`src/rtl/fb_write_arbiter_if.sv`:
```
// Requester and framebuffer write-port bundle for fb_write_arbiter.
// master = arbiter side, slave = renderers/framebuffer side.
interface fb_write_arbiter_if #(
  parameter int unsigned N_REQ = 3,
  parameter int unsigned AW    = 19,
  parameter int unsigned DW    = 16
);
  logic [N_REQ-1:0]    req_valid;
  logic [N_REQ*AW-1:0] req_addr;
  logic [N_REQ*DW-1:0] req_data;
  logic [N_REQ-1:0]    req_ready;
  logic [AW-1:0]       dst_addr;
  logic [DW-1:0]       dst_data;
  logic                dst_wr;
  logic                dst_ready;

  modport master (
    input  req_valid, req_addr, req_data, dst_ready,
    output req_ready, dst_addr, dst_data, dst_wr
  );

  modport slave (
    output req_valid, req_addr, req_data, dst_ready,
    input  req_ready, dst_addr, dst_data, dst_wr
  );
endinterface

```
`src/rtl/fb_write_arbiter.sv`:
```
// Round-robin, burst-bounded arbiter sharing one registered framebuffer write port.
// Define FB_ARB_FIXED_PRIO_EN for fixed priority (index 0 highest) instead of round-robin.
module fb_write_arbiter #(
  parameter int unsigned N_REQ     = 3,
  parameter int unsigned AW        = 19,
  parameter int unsigned DW        = 16,
  parameter int unsigned MAX_BURST = 64
) (
  input  logic                clk,
  input  logic                rstn,
  fb_write_arbiter_if.master  bus,
  output logic [1:0]          owner,
  output logic                busy
);

  localparam int unsigned CW = $clog2(MAX_BURST) + 1;

  typedef enum logic {IDLE, GRANT} state_t;

  state_t           r_state, w_state_nxt;
  logic [1:0]       r_owner;
  logic [CW-1:0]    r_cnt;
  logic [AW-1:0]    r_dst_addr;
  logic [DW-1:0]    r_dst_data;
  logic             r_dst_wr;

  logic [1:0]       w_base;
  logic             w_hit;
  logic [1:0]       w_hit_idx;
  logic             w_owner_valid;
  logic [AW-1:0]    w_owner_addr;
  logic [DW-1:0]    w_owner_data;
  logic             w_slot_free;
  logic [N_REQ-1:0] w_req_ready;
  logic             w_accept;
  logic             w_release;

`ifdef FB_ARB_FIXED_PRIO_EN
  assign w_base = '0;
`else
  logic [1:0] r_rr_ptr;
  logic [1:0] w_owner_inc;

  assign w_base      = r_rr_ptr;
  assign w_owner_inc = (32'(r_owner) + 32'd1 >= N_REQ) ? '0 : r_owner + 2'd1;

  always_ff @(posedge clk or negedge rstn) begin
    if (!rstn) begin
      r_rr_ptr <= '0;
    end else if (r_state == GRANT && w_release) begin
      r_rr_ptr <= w_owner_inc;
    end
  end
`endif

  // Wrapped search: indices >= base first, then the ones below base.
  always_comb begin
    w_hit     = 1'b0;
    w_hit_idx = '0;
    for (int unsigned i = 0; i < N_REQ; i++) begin
      if (!w_hit && bus.req_valid[i] && (i >= 32'(w_base))) begin
        w_hit     = 1'b1;
        w_hit_idx = i[1:0];
      end
    end
    for (int unsigned i = 0; i < N_REQ; i++) begin
      if (!w_hit && bus.req_valid[i]) begin
        w_hit     = 1'b1;
        w_hit_idx = i[1:0];
      end
    end
  end

  always_comb begin
    w_owner_valid = 1'b0;
    w_owner_addr  = '0;
    w_owner_data  = '0;
    for (int unsigned i = 0; i < N_REQ; i++) begin
      if (32'(r_owner) == i) begin
        w_owner_valid = bus.req_valid[i];
        w_owner_addr  = bus.req_addr[i*AW +: AW];
        w_owner_data  = bus.req_data[i*DW +: DW];
      end
    end
  end

  assign w_slot_free = ~r_dst_wr | bus.dst_ready;

  always_comb begin
    w_state_nxt = r_state;
    w_req_ready = '0;
    w_accept    = 1'b0;
    w_release   = 1'b0;
    case (r_state)
      IDLE: begin
        if (w_hit) w_state_nxt = GRANT;
      end
      GRANT: begin
        for (int unsigned i = 0; i < N_REQ; i++) begin
          if (32'(r_owner) == i) w_req_ready[i] = w_slot_free;
        end
        w_accept  = w_owner_valid & w_slot_free;
        w_release = ~w_owner_valid | (w_accept & (r_cnt >= CW'(MAX_BURST - 1)));
        if (w_release) w_state_nxt = IDLE;
      end
      default: w_state_nxt = IDLE;
    endcase
  end

  always_ff @(posedge clk or negedge rstn) begin
    if (!rstn) r_state <= IDLE;
    else       r_state <= w_state_nxt;
  end

  always_ff @(posedge clk or negedge rstn) begin
    if (!rstn) begin
      r_owner <= '0;
      r_cnt   <= '0;
    end else if (r_state == IDLE) begin
      if (w_hit) begin
        r_owner <= w_hit_idx;
        r_cnt   <= '0;
      end
    end else if (w_accept && r_cnt < CW'(MAX_BURST)) begin
      r_cnt <= r_cnt + 1'b1;
    end
  end

  // A stalled write is never overwritten: accept requires a free slot.
  always_ff @(posedge clk or negedge rstn) begin
    if (!rstn) begin
      r_dst_addr <= '0;
      r_dst_data <= '0;
      r_dst_wr   <= 1'b0;
    end else if (w_accept) begin
      r_dst_addr <= w_owner_addr;
      r_dst_data <= w_owner_data;
      r_dst_wr   <= 1'b1;
    end else if (bus.dst_ready) begin
      r_dst_wr   <= 1'b0;
    end
  end

  assign bus.req_ready = w_req_ready;
  assign bus.dst_addr  = r_dst_addr;
  assign bus.dst_data  = r_dst_data;
  assign bus.dst_wr    = r_dst_wr;
  assign owner         = r_owner;
  assign busy          = (r_state == GRANT);

endmodule

```
`src/flat_wrapper.sv`:
```
// flat-port wrapper written by rule: the top's interface ports become plain ports
module fb_write_arbiter_flat 
#(
  parameter int unsigned N_REQ     = 3,
  parameter int unsigned AW        = 19,
  parameter int unsigned DW        = 16,
  parameter int unsigned MAX_BURST = 64
)
  (clk, rstn, owner, busy, bus_req_valid, bus_req_addr, bus_req_data, bus_dst_ready, bus_req_ready, bus_dst_addr, bus_dst_data, bus_dst_wr);
  fb_write_arbiter_if #(.N_REQ(N_REQ), .AW(AW), .DW(DW)) bus_i ();
  input  logic clk;
  input  logic rstn;
  output logic [1:0] owner;
  output logic busy;
  input wire logic [$bits(bus_i.req_valid)-1:0] bus_req_valid;
  input wire logic [$bits(bus_i.req_addr)-1:0] bus_req_addr;
  input wire logic [$bits(bus_i.req_data)-1:0] bus_req_data;
  input wire logic [$bits(bus_i.dst_ready)-1:0] bus_dst_ready;
  output wire logic [$bits(bus_i.req_ready)-1:0] bus_req_ready;
  output wire logic [$bits(bus_i.dst_addr)-1:0] bus_dst_addr;
  output wire logic [$bits(bus_i.dst_data)-1:0] bus_dst_data;
  output wire logic [$bits(bus_i.dst_wr)-1:0] bus_dst_wr;
  assign bus_i.req_valid = bus_req_valid;
  assign bus_i.req_addr = bus_req_addr;
  assign bus_i.req_data = bus_req_data;
  assign bus_i.dst_ready = bus_dst_ready;
  assign bus_req_ready = bus_i.req_ready;
  assign bus_dst_addr = bus_i.dst_addr;
  assign bus_dst_data = bus_i.dst_data;
  assign bus_dst_wr = bus_i.dst_wr;
  fb_write_arbiter #(.N_REQ(N_REQ), .AW(AW), .DW(DW), .MAX_BURST(MAX_BURST)) u_core (.clk(clk), .rstn(rstn), .bus(bus_i), .owner(owner), .busy(busy));
endmodule
```
`config.mk`:
```
export PLATFORM = sky130hd
export DESIGN_NAME = fb_write_arbiter_flat
export DESIGN_NICKNAME = d
export VERILOG_FILES = /design/src/rtl/fb_write_arbiter_if.sv /design/src/rtl/fb_write_arbiter.sv /design/src/flat_wrapper.sv
export SDC_FILE = /design/constraint.sdc
export NUM_CORES = 1
export LEC_CHECK = 0
export ABC_AREA = 1
export CAP_MARGIN = 20
export CORE_UTILIZATION = 34
export DETAILED_ROUTE_END_ITERATION = 10
export GPL_ROUTABILITY_DRIVEN = 0
export PLACE_DENSITY_LB_ADDON = 0.08
export SLEW_MARGIN = 5
export SYNTH_ARGS = -nofsm -noshare
export SYNTH_HDL_FRONTEND = slang
export SYNTH_SLANG_ARGS = --single-unit
export TNS_END_PERCENT = 5
```
`constraint.sdc`:
```
create_clock -name clk -period 1.4 [get_ports clk]
set_input_delay 0.42 -clock clk [delete_from_list [all_inputs] [get_ports clk]]
set_output_delay 0.42 -clock clk [all_outputs]
set_load 0.02 [all_outputs]
```
==> reports/metrics.cfg, run 1 <==
[outcome]
status = finished, violations left
violations = setup timing

[clock_network]
cts_sinks = 48
clk_latency_ps = 300
cts-root-buf = clkbuf_8
cts_buffers = 5
post_cts_buffers = 0
cts.htree.levels = 2
clk_transition_reported_paths_ps = 90
cts_buffer_depth = 2
cts_tree = built

[layout]
nets = 593
area.growth.synth_to_final_pct = 71.6
num-fill-cells = 633
antenna_cells = 0
drive_above_1_share_pct = 23.0

[synth]
synth_area_leader_cell = dfrtp_1
netlist.area_leader.share_pct = 45.9
post-synth-top-count-cell = nand2_1
synth_edf_count = 0
ys.flop_type = dfrtp_1
synth.distinct_cells = 22
netlist_instances = 309
synthArstFlopShare_pct = 100
synth.cell_area_um2 = 2620
ys_seq_area_share_pct = 45.9
synthTopCellsByArea = dfrtp_1 (46%), a22o_1 (12%), nand2_1 (10%)
synth_warnings = 0
ys_ff_latch = 48
avgSynthCellArea_um2 = 8.46
syn-num-nets = 421
ys_top_cells_by_count = nand2_1 (72), dfrtp_1 (48), a21oi_1 (40)

[sta]
fin_tns_setup_ps = -4810
fmax_ghz = 0.597
setup_viol = 52
fin_skew_ps = 8.40
rsz0062_at_grt = yes
slew_viol_final = 0
setup_slack_ps = -274
timing.slew.headroom_pct = 82.5
fin_crit_sh_pct = 120
tightest_slew_ps = 263
hold_viol_final = 0
hold_ws_ps = 84.0
fin_crit_ps = 1670

[placed_design]
dp_hpwl_um = 6100
pre_cts_ws_ps = -1010
portBuffers = 152

[critical_path]
end_kind = output port
cp-start-kind = register
cp.arrival_ps = 1250
critical_path.max_fanout = 3
crit_type = reg -> out
r2r_cells = 10
cp.required_ps = 980

[global_routing]
grtUsageTotal_pct = 20.3
gr-usage-met2_pct = 36.4
gr-usage-met1_pct = 23.5
grt_pass1_vias = 2825
grt_overflow_total = 0
grt_antenna_before_repair = 0
grt_use_met3_pct = 6.18
grt-busiest-layer = met2
grt_pass1_wl_um = 13200
grt_max_degree = 49

[die]
core_um2 = 7330
die_x_um = 89.7
die_area_um2 = 8050
initial_core_util_pct = 35.7
ioPinCount = 153
core.rowCount = 31
die_h_um = 89.7

[power]
leakage_nw = 2.07
p_per_area_nw_per_um2 = 2020
p_total_mw = 9.05
vdd_ir_drop_max_uv = 789

[detailed_routing]
avgRoutedWirePerCell_um = 13.9
drt-total-wl_um = 8070
dr.pass1.iters = 4
viasPerCell = 4.87
vias = 2829
final_antenna_net_count = 0
drt_iter0_markers = 95
drc = 0

[flow_run]
maxCapViolations = 0

[min_path]
hp-class = in -> async

==> cell families (layout without fill, tap and decap cells) <==
group                    count (synthesis)  in the layout  synth area share [%]
AND/OR/NAND/NOR                        107            107                  18.2
AO/OA/AOI/OAI                          117            117                  27.8
buffers and inverters                   36            209                  7.56
flip-flops                              48             48                  45.9
adder cells (fa/ha/maj)                  1              1                 0.478
==> flip-flops by register name (all words and copies together), names as in the netlist <==
name                 count
u_core.bus.dst_addr     19
u_core.bus.dst_wr        1
u_core.busy              1
u_core.r_cnt             7
u_core.r_rr_ptr          2
u_core.owner             2
u_core.bus.dst_data     16
==> area by class of cell <==
type                       instances  area (um^2)  share of cell area [%]
tap                               99          124                    2.76
clock inverter                     1         30.0                   0.669
timing repair buffer             183         1680                    37.5
multi-input combinational        225         1280                    28.5
sequential                        48         1200                    26.9
clock buffer                       7         96.3                    2.15
inverter                          18         70.1                    1.56
==> worst paths after layout <==
path                                         from                 endpoint  slack, ps
max                             u_core.bus.dst_wr         bus_req_ready[1]       -270
min reg2reg                u_core.bus.dst_addr[7]   u_core.bus.dst_addr[7]        490
min                                          rstn          u_core.r_cnt[5]         80
max in group asynchronous                    rstn          u_core.owner[1]       1060
max reg2reg                       u_core.owner[1]  u_core.bus.dst_data[13]       -120
min in group clk                    bus_dst_ready        u_core.bus.dst_wr        440
==> per-stage QoR <==
stage               util, %  instance area, um^2  instances
global placement       60.9                 4470        573
global route           61.2                 4490        581
CTS                    63.2                 4630        581
finish                 61.2                 4490        581
detailed placement     60.9                 4470        573
floorplan                 -                 2640        309
==> report_power, final <==
group	internal [mW]	switching, mW
sequential	2.00	0.334
combinational	2.49	3.13
clock	0.631	0.473
==> layer usage <==
layer | part of all wire (%) | up-vias
li1 | - | 1427
met1 | 41 | 1297
met2 | 51 | 96
met3 | 6.6 | 9
met4 | 1.2 | 0
met5 | 0 | -
==> placed cells by master (no fill, tap or decap), drive strengths merged <==
cell type      count
a21oi             40
a22o              35
a31oi              1
buf               66
bufinv             1
clkbuf            10
clkdlybuf4s15      3
clkdlybuf4s50    105
dfrtp             48
dlygate4sd2        5
dlymetal6s2s       1
ha                 1
inv               18
nand2             73
nand3             14
nand4              4
nor2              14
nor3               2
o211ai             1
o21ai             39
o21bai             1
==> worst max-delay path: stages, from the launching register on <==
cell	delay [ps]
dfrtp_2	410
inv_2	60
nor2_2	40
nor2_4	110
inv_2	70
nor3_4	120
buf_6	140
==> what timing repair did <==
| item | 4_1_cts | 5_1_grt |
|---|---|---|
| hold buffers | 0 | 0 |
| pin swaps | 4 | 4 |
| endpoints found under the setup margin | 90 | 85 |
| gates resized for setup | 145 | 40 |
(Power assumes the default switching activity.)
==> run 2: changes to the inputs <==
CTS_BUF_LIST = sky130_fd_sc_hd__clkbuf_4 sky130_fd_sc_hd__clkbuf_8 sky130_fd_sc_hd__clkbuf_16   (was not set)
MAX_ROUTING_LAYER = met4   (was not set)
==> run 2 against run 1 <==
Against the previous run: fmax increased by 0.16%; sequential power is essentially flat; worst hold slack improved by 1.9 ps; non-clock buffer count stayed put; the flow still finishes with violations (setup timing); final cell count is the same; design area did not move; sequential share of layout area is the same; flip-flop and latch count unchanged; die area unchanged; global-route usage grew 0.65 points; wire length shrank 0.31%; highest routed layer unchanged; critical path depth stayed put.
==> reports/metrics.cfg, run 2 (same netlist as run 1, synthesis figures left out) <==
[outcome]
status = finished, violations left  ; unchanged
violations = setup timing  ; unchanged

[layout]
nets = 593  ; unchanged
largest_reg_flops = 19  ; unchanged
antenna_cells = 0  ; unchanged
area.growth.synth_to_final_pct = 71.6  ; unchanged
design_area_um2 = 4490  ; unchanged
drive_above_1_share_pct = 23.0  ; unchanged
final_cells = 581  ; unchanged
fin_util_pct = 61.2  ; unchanged
final_cell_mix = clkdlybuf4s50_1 (105), nand2_1 (67), dfrtp_1 (45)  ; unchanged
final_common_cell = clkdlybuf4s50_1  ; unchanged

[sta]
hold_viol_final = 0  ; unchanged
hold_ws_ps = 86.0  ; was 84.0 ps
fin_crit_ps = 1670  ; about the same
timing.slew.headroom_pct = 82.3  ; was 82.5%
setup_slack_ps = -271  ; was -274 ps
slew_viol_final = 0  ; unchanged
fmax_ghz = 0.598  ; was 0.597 GHz
rsz0062_at_grt = yes  ; unchanged
tightest_slew_ps = 266  ; was 263 ps
fin_skew_ps = 5.53  ; was 8.40 ps
fin_crit_sh_pct = 119  ; was 120%
setup_viol = 52  ; unchanged

[detailed_routing]
dr.pass1.iters = 4  ; unchanged
drt-total-wl_um = 8040  ; was 8070 um
vias = 2833  ; was 2,829
final_antenna_net_count = 0  ; unchanged
viasPerCell = 4.88  ; was 4.87
drt_iter0_markers = 96  ; was 95
avgRoutedWirePerCell_um = 13.8  ; was 13.9 um
drc = 0  ; unchanged

[clock_network]
cts.htree.levels = 2  ; unchanged
cts_buffers = 5  ; unchanged
clk_transition_reported_paths_ps = 90  ; about the same
clk_latency_ps = 300  ; about the same
cts-root-buf = clkbuf_8  ; unchanged
cts_tree = built  ; unchanged
post_cts_buffers = 0  ; unchanged
cts_buffer_depth = 2  ; unchanged
cts_sinks = 48  ; unchanged

[global_routing]
grt_pass1_wl_um = 13200  ; unchanged
grt_pass1_vias = 2829  ; was 2,825
grtUsageTotal_pct = 21.0  ; was 20.3%
grt_max_degree = 49  ; unchanged
grt_overflow_total = 0  ; unchanged
grt_antenna_before_repair = 0  ; unchanged

[critical_path]
slowest_stage = dfrtp_2  ; unchanged
cp-start-kind = register  ; unchanged
cp.required_ps = 980  ; about the same
end_kind = output port  ; unchanged
reg2reg_slack_ps = -120  ; about the same
cp.arrival_ps = 1250  ; about the same
critical_path.max_fanout = 3  ; unchanged
critPathTopFamily = flip-flops  ; unchanged
crit_type = reg -> out  ; unchanged
crit_buf_inv = 3  ; unchanged
critPathMaxStageDelay_ps = 410  ; about the same
crit_chain = inv_2 -> nor2_2 -> nor2_4 -> inv_2 -> nor3_4 -> buf_6  ; unchanged
worst_path_most_repeated_cell = inv_2  ; unchanged

[power]
vdd_ir_drop_max_uv = 788  ; was 789 uV
leakage_nw = 2.07  ; unchanged
p_per_area_nw_per_um2 = 2010  ; was 2020 nW/um^2

[die]
core.rowCount = 31  ; unchanged
die_x_um = 89.7  ; unchanged
core_um2 = 7330  ; unchanged
die_h_um = 89.7  ; unchanged
die_area_um2 = 8050  ; unchanged
initial_core_util_pct = 35.7  ; unchanged
ioPinCount = 153  ; unchanged

[placed_design]
pre_cts_ws_ps = -1010  ; unchanged
place_inst = 573  ; unchanged
dp_hpwl_um = 6100  ; unchanged
portBuffers = 152  ; unchanged
placed_area_um2 = 4470  ; unchanged

[min_path]
hp-class = in -> async  ; unchanged

[flow_run]
maxCapViolations = 0  ; unchanged

run 2: cell counts in the layout (fill, tap and decap cells not counted):
No cell type changed its count.
run 2: routing by layer:
metal  track usage [%]  wire, um
met1              24.0      3310
met3              5.33       504
met5                 -         0
met4              5.74       102
met2              36.4      4130
run 2: layout make-up:
class,instances,area [um^2]
clock inverters,1,30.0
repair buffers,183,1680
multi-input cells,225,1280
flip-flops and latches,48,1200
clock buffers,7,96.3
well taps,99,124
inverters,18,70.1
fillers,633,2840
run 2: worst paths after layout:
path	startpoint	end	cells after the start
hold reg to reg	u_core.bus.dst_data[2]	u_core.bus.dst_data[2]	2
setup / recovery	u_core.bus.dst_wr	bus_req_ready[1]	6
hold / removal	rstn	u_core.r_cnt[5]	2
max in group asynchronous	rstn	u_core.owner[1]	2
min in group clk	bus_dst_ready	u_core.bus.dst_wr	2
setup reg to reg	u_core.owner[1]	u_core.bus.dst_addr[4]	10
run 2: per-stage QoR:
step,power (mW),setup TNS [ps]
after global routing,9.79,-10860
after floorplan,5.77,-5600
final,9.03,-4860
after CTS,9.34,-6480
after detailed placement,8.35,-26140
after global placement,8.26,-24010
run 2: timing repair:
| item | CTS | global route |
|---|---|---|
| hold buffers | 0 | 0 |
| pin swaps | 4 | 4 |
| gates resized for setup | 145 | 40 |
| endpoints found under the setup margin | 90 | 85 |
run 2: report_power, final:
| group | internal (mW) | switching, mW |
|---|---|---|
| combinational | 2.49 | 3.12 |
| sequential | 2.00 | 0.333 |
| clock | 0.631 | 0.464 |
| total | 5.11 | 3.92 |
==> run 3: changes to the inputs <==
CORE_UTILIZATION = 38   (was 34)
CTS_CLUSTER_SIZE = 20   (was not set)
SLEW_MARGIN = 20   (was 5)
clock period = 1.55 ns   (was 1.4 ns; I/O delays follow)
==> run 3 against run 2 <==
Against the previous run: the flow finishes with violations (DRC, setup timing); via count fell by 0.39%; die area fell by 10%; clock skew rose by 2.3 ps.
==> reports/metrics.cfg, run 3 (same netlist as run 1, synthesis figures left out) <==
[outcome]
status = finished, violations left  ; unchanged
violations = DRC, setup timing  ; was setup timing

[global_routing]
grt_antenna_before_repair = 0  ; unchanged
grt_overflow_total = 0  ; unchanged
grt-busiest-layer = met2  ; unchanged
gr-usage-met2_pct = 39.2  ; was 36.4%
grt_use_met3_pct = 4.77  ; was 5.33%
gr-usage-met1_pct = 31.0  ; was 24.0%
grt_pass1_wl_um = 13400  ; was 13,200 um
grt_max_degree = 49  ; unchanged
grt_pass1_vias = 2722  ; was 2,829
grtUsageTotal_pct = 24.4  ; was 21.0%

[critical_path]
crit_type = reg -> out  ; unchanged
worst_path_most_repeated_cell = nor2_4  ; was inv_2
reg2reg_slack_ps = -10  ; was -120 ps
critical_path.max_fanout = 3  ; unchanged
cp.required_ps = 1080  ; was 980 ps
r2r-start = u_core.owner[1]  ; unchanged
cp-start-kind = register  ; unchanged
r2r_cells = 5  ; was 10
cp.arrival_ps = 1260  ; was 1250 ps
end_kind = output port  ; unchanged
slowest_stage = dfrtp_2  ; unchanged
crit_chain = inv_2 -> nor2_4 -> nor2_4 -> inv_4 -> nor3_4 -> buf_6  ; was inv_2 -> nor2_2 -> nor2_4 -> inv_2 -> nor3_4 -> buf_6
r2r_end = u_core.bus.dst_addr[18]  ; was u_core.bus.dst_addr[4]
critPathMaxStageDelay_ps = 410  ; about the same

[sta]
slew_viol_final = 0  ; unchanged
tightest_slew_ps = 548  ; was 266 ps
fin_tns_setup_ps = -491  ; was -4860 ps
hold_ws_ps = 143  ; was 86.0 ps
setup_viol = 15  ; was 52
setup_slack_ps = -173  ; was -271 ps
fin_crit_ps = 1720
fin_skew_ps = 7.83  ; was 5.53 ps
timing.slew.headroom_pct = 63.4  ; was 82.3%
hold_viol_final = 0  ; unchanged
fin_crit_sh_pct = 111
fmax_ghz = 0.580
rsz0062_at_grt = yes  ; unchanged

[min_path]
hp-class = in -> async  ; unchanged

[die]
core.rowCount = 29  ; was 31
die_x_um = 85.0  ; was 89.7 um
initial_core_util_pct = 40.3  ; was 35.7%
die_h_um = 85.0  ; was 89.7 um
core_um2 = 6490  ; was 7330 um^2
die_area_um2 = 7220  ; was 8050 um^2
ioPinCount = 153  ; unchanged

[layout]
multi_input_area_um2 = 1280  ; about the same
final_common_cell = clkdlybuf4s50_1  ; unchanged
num-fill-cells = 547  ; was 633
area.growth.synth_to_final_pct = 73.0  ; was 71.6%
largest_reg_flops = 19  ; unchanged
antenna_cells = 0  ; unchanged
drive_above_1_share_pct = 14.4  ; was 23.0%
final_cells = 555  ; was 581
nets = 591  ; was 593
seqCellArea_um2 = 1200  ; unchanged
final_cell_mix = clkdlybuf4s50_1 (105), nand2_1 (68), dfrtp_1 (45)  ; was clkdlybuf4s50_1 (105), nand2_1 (67), dfrtp_1 (45)

[power]
share_comb_of_total_power_pct = 63.6  ; was 62.1%
switchingPower_mw = 3.58  ; was 3.92 mW
p_sw_share_pct = 44.1  ; was 43.4%
leakage_nw = 2.12  ; was 2.07 nW
seqPwrFrac_pct = 25.8  ; about the same
vdd_ir_drop_max_uv = 1460  ; was 788 uV
p_total_mw = 8.12  ; was 9.03 mW
intPower_mw = 4.54  ; was 5.11 mW
p_per_area_nw_per_um2 = 1800  ; was 2010 nW/um^2
clkPwrFrac_pct = 10.7  ; was 12.1%

[detailed_routing]
avgRoutedWirePerCell_um = 14.9  ; was 13.8 um
drt_iter0_markers = 129  ; was 96
dr.pass1.iters = 8  ; was 4
vias = 2822  ; was 2,833
drt-total-wl_um = 8290  ; was 8040 um
drc = 13  ; was 0
final_antenna_net_count = 0  ; unchanged
viasPerCell = 5.08  ; was 4.88

[clock_network]
cts.htree.levels = 2  ; unchanged
cts-root-buf = clkbuf_8  ; unchanged
cts_buffers = 5  ; unchanged
cts_buffer_depth = 2  ; unchanged
clk_transition_reported_paths_ps = 90  ; about the same
clk_latency_ps = 300  ; about the same
cts_tree = built  ; unchanged
cts_sinks = 48  ; unchanged

[placed_design]
dp_hpwl_um = 5890  ; was 6100 um
portBuffers = 152  ; unchanged
place_inst = 546  ; was 573
pre_cts_ws_ps = -917  ; was -1010 ps

[flow_run]
maxCapViolations = 0  ; unchanged

## run 3: changes by cell type in the layout (fill, tap and decap cells not counted), sizes merged
cell           change
buf               -32
clkbuf             -5
clkdlybuf4s15      -3
dlygate4sd2       +34
dlymetal6s2s       +1
nor2               +1
## run 3: metrics by stage
stage	cell area, um^2	utilization [%]
3_5_place_dp	4390	67.6
6_report	4520	69.6
4_1_cts	4510	69.4
2_1_floorplan	2640	-
3_3_place_gp	4390	67.6
5_1_grt	4520	69.6
## run 3: layer usage
layer  up-vias  part of all wire, %
met4         0                  1.5
met3        11                  7.6
li1       1416                    -
met5         -                    0
met2       103                   48
met1      1292                   43
## run 3: timing repair
| item | 4_1_cts | 5_1_grt |
|---|---|---|
| cloned | 1 | 0 |
| endpoints found under the setup margin | 86 | 52 |
| endpoints found under the hold margin | 0 | 0 |
| resized for setup | 77 | 6 |
| setup buffers | 2 | 0 |
| hold buffers | 0 | 0 |
| pin swaps | 11 | 4 |
## run 3: worst max-delay path by stage
stage / startpoint / to / slack, ps / depth (start not counted)
3_3_place_gp: bus_dst_ready / bus_req_ready[1] / -920 / 6
6_report: u_core.bus.dst_wr / bus_req_ready[1] / -170 / 6
4_1_cts: u_core.bus.dst_wr / bus_req_ready[1] / -180 / 6
3_5_place_dp: bus_dst_ready / bus_req_ready[1] / -920 / 6
2_1_floorplan: u_core.bus.dst_wr / bus_req_ready[1] / -50 / 5
5_1_grt: u_core.bus.dst_wr / bus_req_ready[1] / -250 / 6
## run 3: critical path, delay by kind of cell (launching register included)
family        cells  cell delay [ps]
buf+inv           3              280
flops             1              410
simple gates      3              260
## run 3: final cells by class
| type | instances | area share [%] |
|---|---|---|
| clock buffers | 5 | 1.52 |
| clock inverters | 1 | 0.664 |
| inverters | 18 | 1.60 |
| multi-input cells | 226 | 28.4 |
| flip-flops and latches | 48 | 26.6 |
| well taps | 77 | 2.13 |
| repair buffers | 180 | 39.1 |
## run 3: power groups by stage
stage,sequential (mW),clock (mW),combinational [mW]
final,2.09,0.866,5.17
after CTS,2.09,0.890,5.21
after detailed placement,2.13,0,5.30
after global placement,2.10,0,5.22
after floorplan,2.69,0,2.52
after global routing,2.17,0.936,5.63
==> RTL change 1 (flow settings as in run 1) <==
Build with the macro `FB_ARB_FIXED_PRIO_EN` defined.
--- a/src/rtl/fb_write_arbiter.sv
+++ b/src/rtl/fb_write_arbiter.sv
@@ -1,4 +1,6 @@
 // Round-robin, burst-bounded arbiter sharing one registered framebuffer write port.
 // Define FB_ARB_FIXED_PRIO_EN for fixed priority (index 0 highest) instead of round-robin.
+`define FB_ARB_FIXED_PRIO_EN
+
 module fb_write_arbiter #(
   parameter int unsigned N_REQ     = 3,
Behaviour: not the same (Yosys sat finds a counterexample within 4 cycles, from zero or initial values and one cycle with rstn low).
==> RTL change 1 against run 1 <==
- clock power is 24% lower
- critical endpoint unchanged
- synthesized cell count grew 15%
- sequential cell count is 2 lower
- area after synthesis down 2.3%
- die area down 2.3%
- final area increased by 1.7%
- setup slack got worse by 0.0075 ns
- power grew 0.59%
- routed wire length decreased by 1.2%
- the flow still finishes with violations (setup timing)
- first-iteration DRC count decreased by 36%
==> RTL change 1: results (changes against run 1) <==
| Metric | Value |
|---|---|
| Relative slew slack | `75.62% (-6.9 points)` |
| Layout net count | `642 (+8.3%)` |
| Status | `finished, violations left` |
| Maximum vdd drop | `0.001226 V (+55%)` |
| Root Buffer | `clkbuf_8` |
| Clk Latency, worst-skew pair | `roughly 0.29 ns` |
| DP Cell Count | `620 (+8.2%)` |
| Yosys cell types | `23 (+4.5%)` |
| CP Capture Point | `bus_req_ready[1]` |
| Leakage Power | `2.140 nW (+3.2%)` |
| Post-Place Cell Area | `4437 µm² (-0.67%)` |
| Routed vias | `2,880 (+1.8%)` |
| Largest net degree at the start of global routing | `25 (-49%)` |
| Global-route wire length before repair | `12,280 µm (-7.0%)` |
| Global-route usage over all layers | `20.19% (-0.15 points)` |
| Place WS | `-1.006 ns (+0.002510 ns)` |
| Clk pin slew, worst setup/hold paths | `0.09 ns (about the same)` |
| # hold bufs at CTS | `0 (unchanged)` |
| Layout fillers | `655 (+3.5%)` |
| Final Setup Violations | `48 (-7.7%)` |
| DRT Pass-1 Iters | `4 (unchanged)` |
| Sum Neg Setup Slack | `-2.048 ns (+2.765 ns)` |
| Hpwl dp | `6090 µm (-0.24%)` |
| Syn nets | `467 (+11%)` |
| Final worst slack | `-0.2813 ns (-0.007453 ns)` |
| Fin cells | `630 (+8.4%)` |
| I/O Buffers | `152 (unchanged)` |
| Async SR Flop Fraction | `100.0% (unchanged)` |
| DRT Wirelength | `7974 µm (-1.2%)` |
| Failing checks | `setup timing` |
| Vias in the first global route | `2,648 (-6.3%)` |
| H-tree levels | `2 (unchanged)` |
| Post-CTS Repair Setup Buffers | `1 (+1)` |
| Worst clock skew | `0.003511 ns (-0.004886 ns)` |
| Crit path max fanout | `3 (unchanged)` |
| Post-cts resize count | `149 (+2.8%)` |
| Worst min path class | `in2async` |
| Max reg flops | `19 (unchanged)` |
| Layout cells sized above 1 | `19.59% (-3.4 points)` |
| Reg2reg start | `u_core.owner[1]` |
| CTS buffer count | `5 (unchanged)` |
| Seq/Total Area, Yosys | `45.05% (-0.88 points)` |
| Initial drt markers | `61 (-36%)` |
| Top cells by area, synth | `dfrtp_1 (45%), nand2_1 (25%), a21oi_1 (7.4%)` |
| Hold WS | `0.02740 ns (-0.05662 ns)` |
| R2r endpoint | `u_core.bus.dst_addr[8]` |
| Initial antenna violation count | `0 (unchanged)` |
| Reg2Reg Depth | `10 (unchanged)` |
| Commonest cells post-synth | `nand2_1 (173), dfrtp_1 (46), a21oi_1 (38), o21ai_1 (35), nand3_1 (11)` |
| Top_reg_cell synth | `dfrtp_1` |
| Reg2Reg Setup Slack | `-0.04 ns (+0.08 ns)` |
| Synthesized instance count | `355 (+15%)` |
## RTL change 1: area by class of cell
class	instances	area (µm²)	area share [%]
Clock buffer	7	86.33	1.892
Sequential cell	46	1154	25.28
Timing Repair Buffer	184	1839	40.31
Tap cell	99	123.9	2.715
Multi-Input combinational cell	282	1304	28.57
Clock inverter	1	5.005	0.1097
Inverter	11	51.30	1.124
## RTL change 1: power breakdown
part | internal, mW | switching [mW]
Sequential | 1.91 | 0.331
Clock | 0.399 | 0.440
Combinational | 2.65 | 3.37
## RTL change 1: cells by family after synthesis
family / synth area share, %
compound gates: 15.57
xor+xnor: 0.3429
fa+ha+maj: 0.4896
buf+inv: 6.023
flops: 45.05
simple gates: 32.52
## RTL change 1: worst max-delay path, cell delays in order, from the launching register on
cell,delay [ns]
dfrtp_1,0.41
a21oi_4,0.18
inv_4,0.07
nor3_4,0.16
buf_6,0.14
## RTL change 1: layer usage
layer,global-route usage (%),part of all wire (%)
met5,0,0
met4,3.959,0.38
met3,4.384,7.6
met2,37.06,50
met1,24.28,42
==> RTL change 2 (flow settings as in run 1) <==
Without the edit above. Reset style: synchronous (`rstn`), changed in 4 clocked blocks.
--- a/src/rtl/fb_write_arbiter.sv
+++ b/src/rtl/fb_write_arbiter.sv
@@ -45,5 +45,5 @@
   assign w_owner_inc = (32'(r_owner) + 32'd1 >= N_REQ) ? '0 : r_owner + 2'd1;
 
-  always_ff @(posedge clk or negedge rstn) begin
+  always_ff @(posedge clk) begin
     if (!rstn) begin
       r_rr_ptr <= '0;
@@ -108,10 +108,10 @@
   end
 
-  always_ff @(posedge clk or negedge rstn) begin
+  always_ff @(posedge clk) begin
     if (!rstn) r_state <= IDLE;
     else       r_state <= w_state_nxt;
   end
 
-  always_ff @(posedge clk or negedge rstn) begin
+  always_ff @(posedge clk) begin
     if (!rstn) begin
       r_owner <= '0;
@@ -128,5 +128,5 @@
 
   // A stalled write is never overwritten: accept requires a free slot.
-  always_ff @(posedge clk or negedge rstn) begin
+  always_ff @(posedge clk) begin
     if (!rstn) begin
       r_dst_addr <= '0;
Check against the original RTL: differs if rstn is asserted again (counterexample within 4 cycles, from zero or initial values and one cycle with rstn low); with rstn held inactive, the same outputs for 10 cycles.
==> RTL change 2 against run 1 <==
- the flow still finishes with violations (setup timing)
- routed wire length is 11% higher
- hold slack better by 0.42 ns
- global-route usage is 1.4 points higher
- setup slack better by 0.073 ns
- largest cell class unchanged
- sequential cell count stayed put
- utilization is 0.78 points lower
- area after synthesis is 3.5% higher
- sequential share of layout area is 6.0 points lower
- final area is 4.1% higher
- highest routed layer unchanged
- critical endpoint is now bus_req_ready[2]
- count of clock-buffer cells in the layout is 2 lower
- critical path type unchanged
- fmax is 4.5% higher
Power is not compared: it rests on default switching activity, and its combinational part moved more than twofold at a synthesized area within 25%.
==> RTL change 2: results (changes against run 1) <==
| Metric | Value |
|---|---|
| Routed vias | `3,311 (+17%)` |
| Final worst slack | `-0.2013 ns (+0.07252 ns)` |
| Worst clock skew | `0.009487 ns (+0.001089 ns)` |
| Top cells by area, synth | `dfxtp_1 (35%), nand2_1 (19%), nor2_1 (12%)` |
| Global-route usage over all layers | `21.77% (+1.4 points)` |
| Largest net degree at the start of global routing | `43 (-12%)` |
| Syn nets | `549 (+30%)` |
| Layout cells sized above 1 | `19.41% (-3.6 points)` |
| Reg2Reg Setup Slack | `-0.18 ns (-0.06 ns)` |
| DP Cell Count | `695 (+21%)` |
| Final Setup Violations | `45 (-13%)` |
| Maximum vdd drop | `between 0.0004 and 0.0005 V` |
| Status | `finished, violations left` |
| Antenna cell count | `0 (unchanged)` |
| Vias in the first global route | `3,318 (+17%)` |
| DRT Pass-1 Iters | `6 (+2)` |
| Global-route wire length before repair | `14,670 µm (+11%)` |
| Root Buffer | `clkbuf_8` |
| H-tree levels | `2 (unchanged)` |
| Async SR Flop Fraction | `0% (-100 points)` |
| Layout fillers | `761 (+20%)` |
| CP max stage cell | `dfxtp_2` |
| Worst EP arrival | `1.18 ns (-0.07 ns)` |
| Sum Neg Setup Slack | `-5.205 ns (-0.3915 ns)` |
| Initial antenna violation count | `0 (unchanged)` |
| I/O Buffers | `152 (unchanged)` |
| Crit path max fanout | `4 (+1)` |
| Hpwl dp | `6375 µm (+4.4%)` |
| Yosys cell types | `30 (+36%)` |
| Total internal power | `approximately 2.8 mW` |
| Worst min path class | `reg2reg` |
| Max reg flops | `19 (unchanged)` |
| Syn Area/Cell | `6.196 µm² (-27%)` |
| CTS buffer count | `5 (unchanged)` |
| Wire per inst | `12.63 µm (-9.1%)` |
| Fin cells | `710 (+22%)` |
| Synth warn | `0 (unchanged)` |
| Clk Latency, worst-skew pair | `0.31 ns` |
| Seq/Total Area, Yosys | `35.49% (-10 points)` |
| Leakage Power | `~2.1 nW` |
| Max incr delay on CP | `0.33 ns (-0.08 ns)` |
| Top_reg_cell synth | `dfxtp_1` |
| Layout net count | `719 (+21%)` |
| Relative slew slack | `82.76% (+0.28 points)` |
| Initial drt markers | `121 (+27%)` |
| Failing checks | `setup timing` |
| Commonest cells post-synth | `nand2_1 (138), nor2_1 (89), dfxtp_1 (48), nand3_1 (48), o21ai_1 (20)` |
| Max Buffers Root-to-Sink | `2 (unchanged)` |
RTL change 2: cell count changes in the layout (fill, tap and decap cells not counted), moves of 30 or more:
cell | run 1 | this run
nand2_1 | 67 | 137
nor2_1 | 7 | 75
dfrtp_1 | 45 | 0
dfxtp_1 | 0 | 43
nand3_1 | 11 | 48
a22o_1 | 35 | 0
buf_2 | 30 | 0
RTL change 2: power groups by stage:
| stage | sequential (mW) | clock, mW | combinational [mW] |
|---|---|---|---|
| after floorplan | 1.85 | 0 | 0.839 |
| after global placement | 1.66 | 0 | 1.90 |
| after detailed placement | 1.66 | 0 | 1.92 |
| after CTS | 1.64 | 0.884 | 1.88 |
| after global routing | 1.67 | 0.939 | 2.20 |
| final | 1.64 | 0.856 | 2.00 |
RTL change 2: cells by family (layout without fill, tap and decap cells):
family	after synthesis	count (layout)	synth area share, %
AOI/OAI and AO/OA	52	52	9.982
xor gates and xnor gates	1	1	0.3235
adders and majority gates	1	1	0.4620
buffers and inverters	46	217	9.242
DFF	48	48	35.49
and+or+nand+nor	289	289	44.50
RTL change 2: per-stage QoR:
stage / hold slack, ns / instance area [µm²] / power, mW / setup WS, ns
floorplan: 0.4682 / 2725 / 2.688 / -0.08499
global placement: 0.4739 / 4457 / 3.559 / -0.9497
detailed placement: 0.4822 / 4457 / 3.582 / -0.9501
CTS: 0.5043 / 4584 / 4.405 / -0.3029
global route: 0.5330 / 4669 / 4.805 / -0.2854
finish: 0.5009 / 4669 / 4.496 / -0.2013
RTL change 2: worst max-delay path: cells and delay by family, from the launching register on:
family	cells	cell delay, ns
flip-flops	1	0.33
AND/OR/NAND/NOR	3	0.28
buffers and inverters	3	0.26
RTL change 2: layer usage:
layer / up-vias / global-route usage, % / part of all wire, %
li1: 1731 / - / -
met3: 18 / 5.946 / 6.2
met4: 0 / 8.995 / 2.5
met5: - / 0 / 0
met1: 1470 / 23.16 / 42
met2: 92 / 40.21 / 50
RTL change 2: repair_timing:
item / CTS / global route
gates cloned: 0 / 3
hold buffers: 0 / 0
pin swaps: 3 / 8
setup endpoints to repair: 90 / 75
setup buffers: 2 / 3
gates resized for setup: 123 / 61
RTL change 2: cell type report:
type,instances,area share (%)
clock inverter,3,0.5091
inverter,22,2.144
tap,102,2.733
multi-input combinational,343,33.98
timing repair buffer,185,37.86
sequential,48,20.82
clock buffer,5,1.474
timing repair inverter,2,0.4823
RTL change 2: final timing paths:
kind	cells after the start	endpoint	start
hold reg to reg	2	u_core.r_cnt[6]	u_core.r_cnt[6]
hold / removal	2	u_core.r_cnt[6]	u_core.r_cnt[6]
setup reg to reg	10	u_core.bus.dst_data[13]	u_core.owner[0]
setup / recovery	6	bus_req_ready[2]	u_core.bus.dst_wr
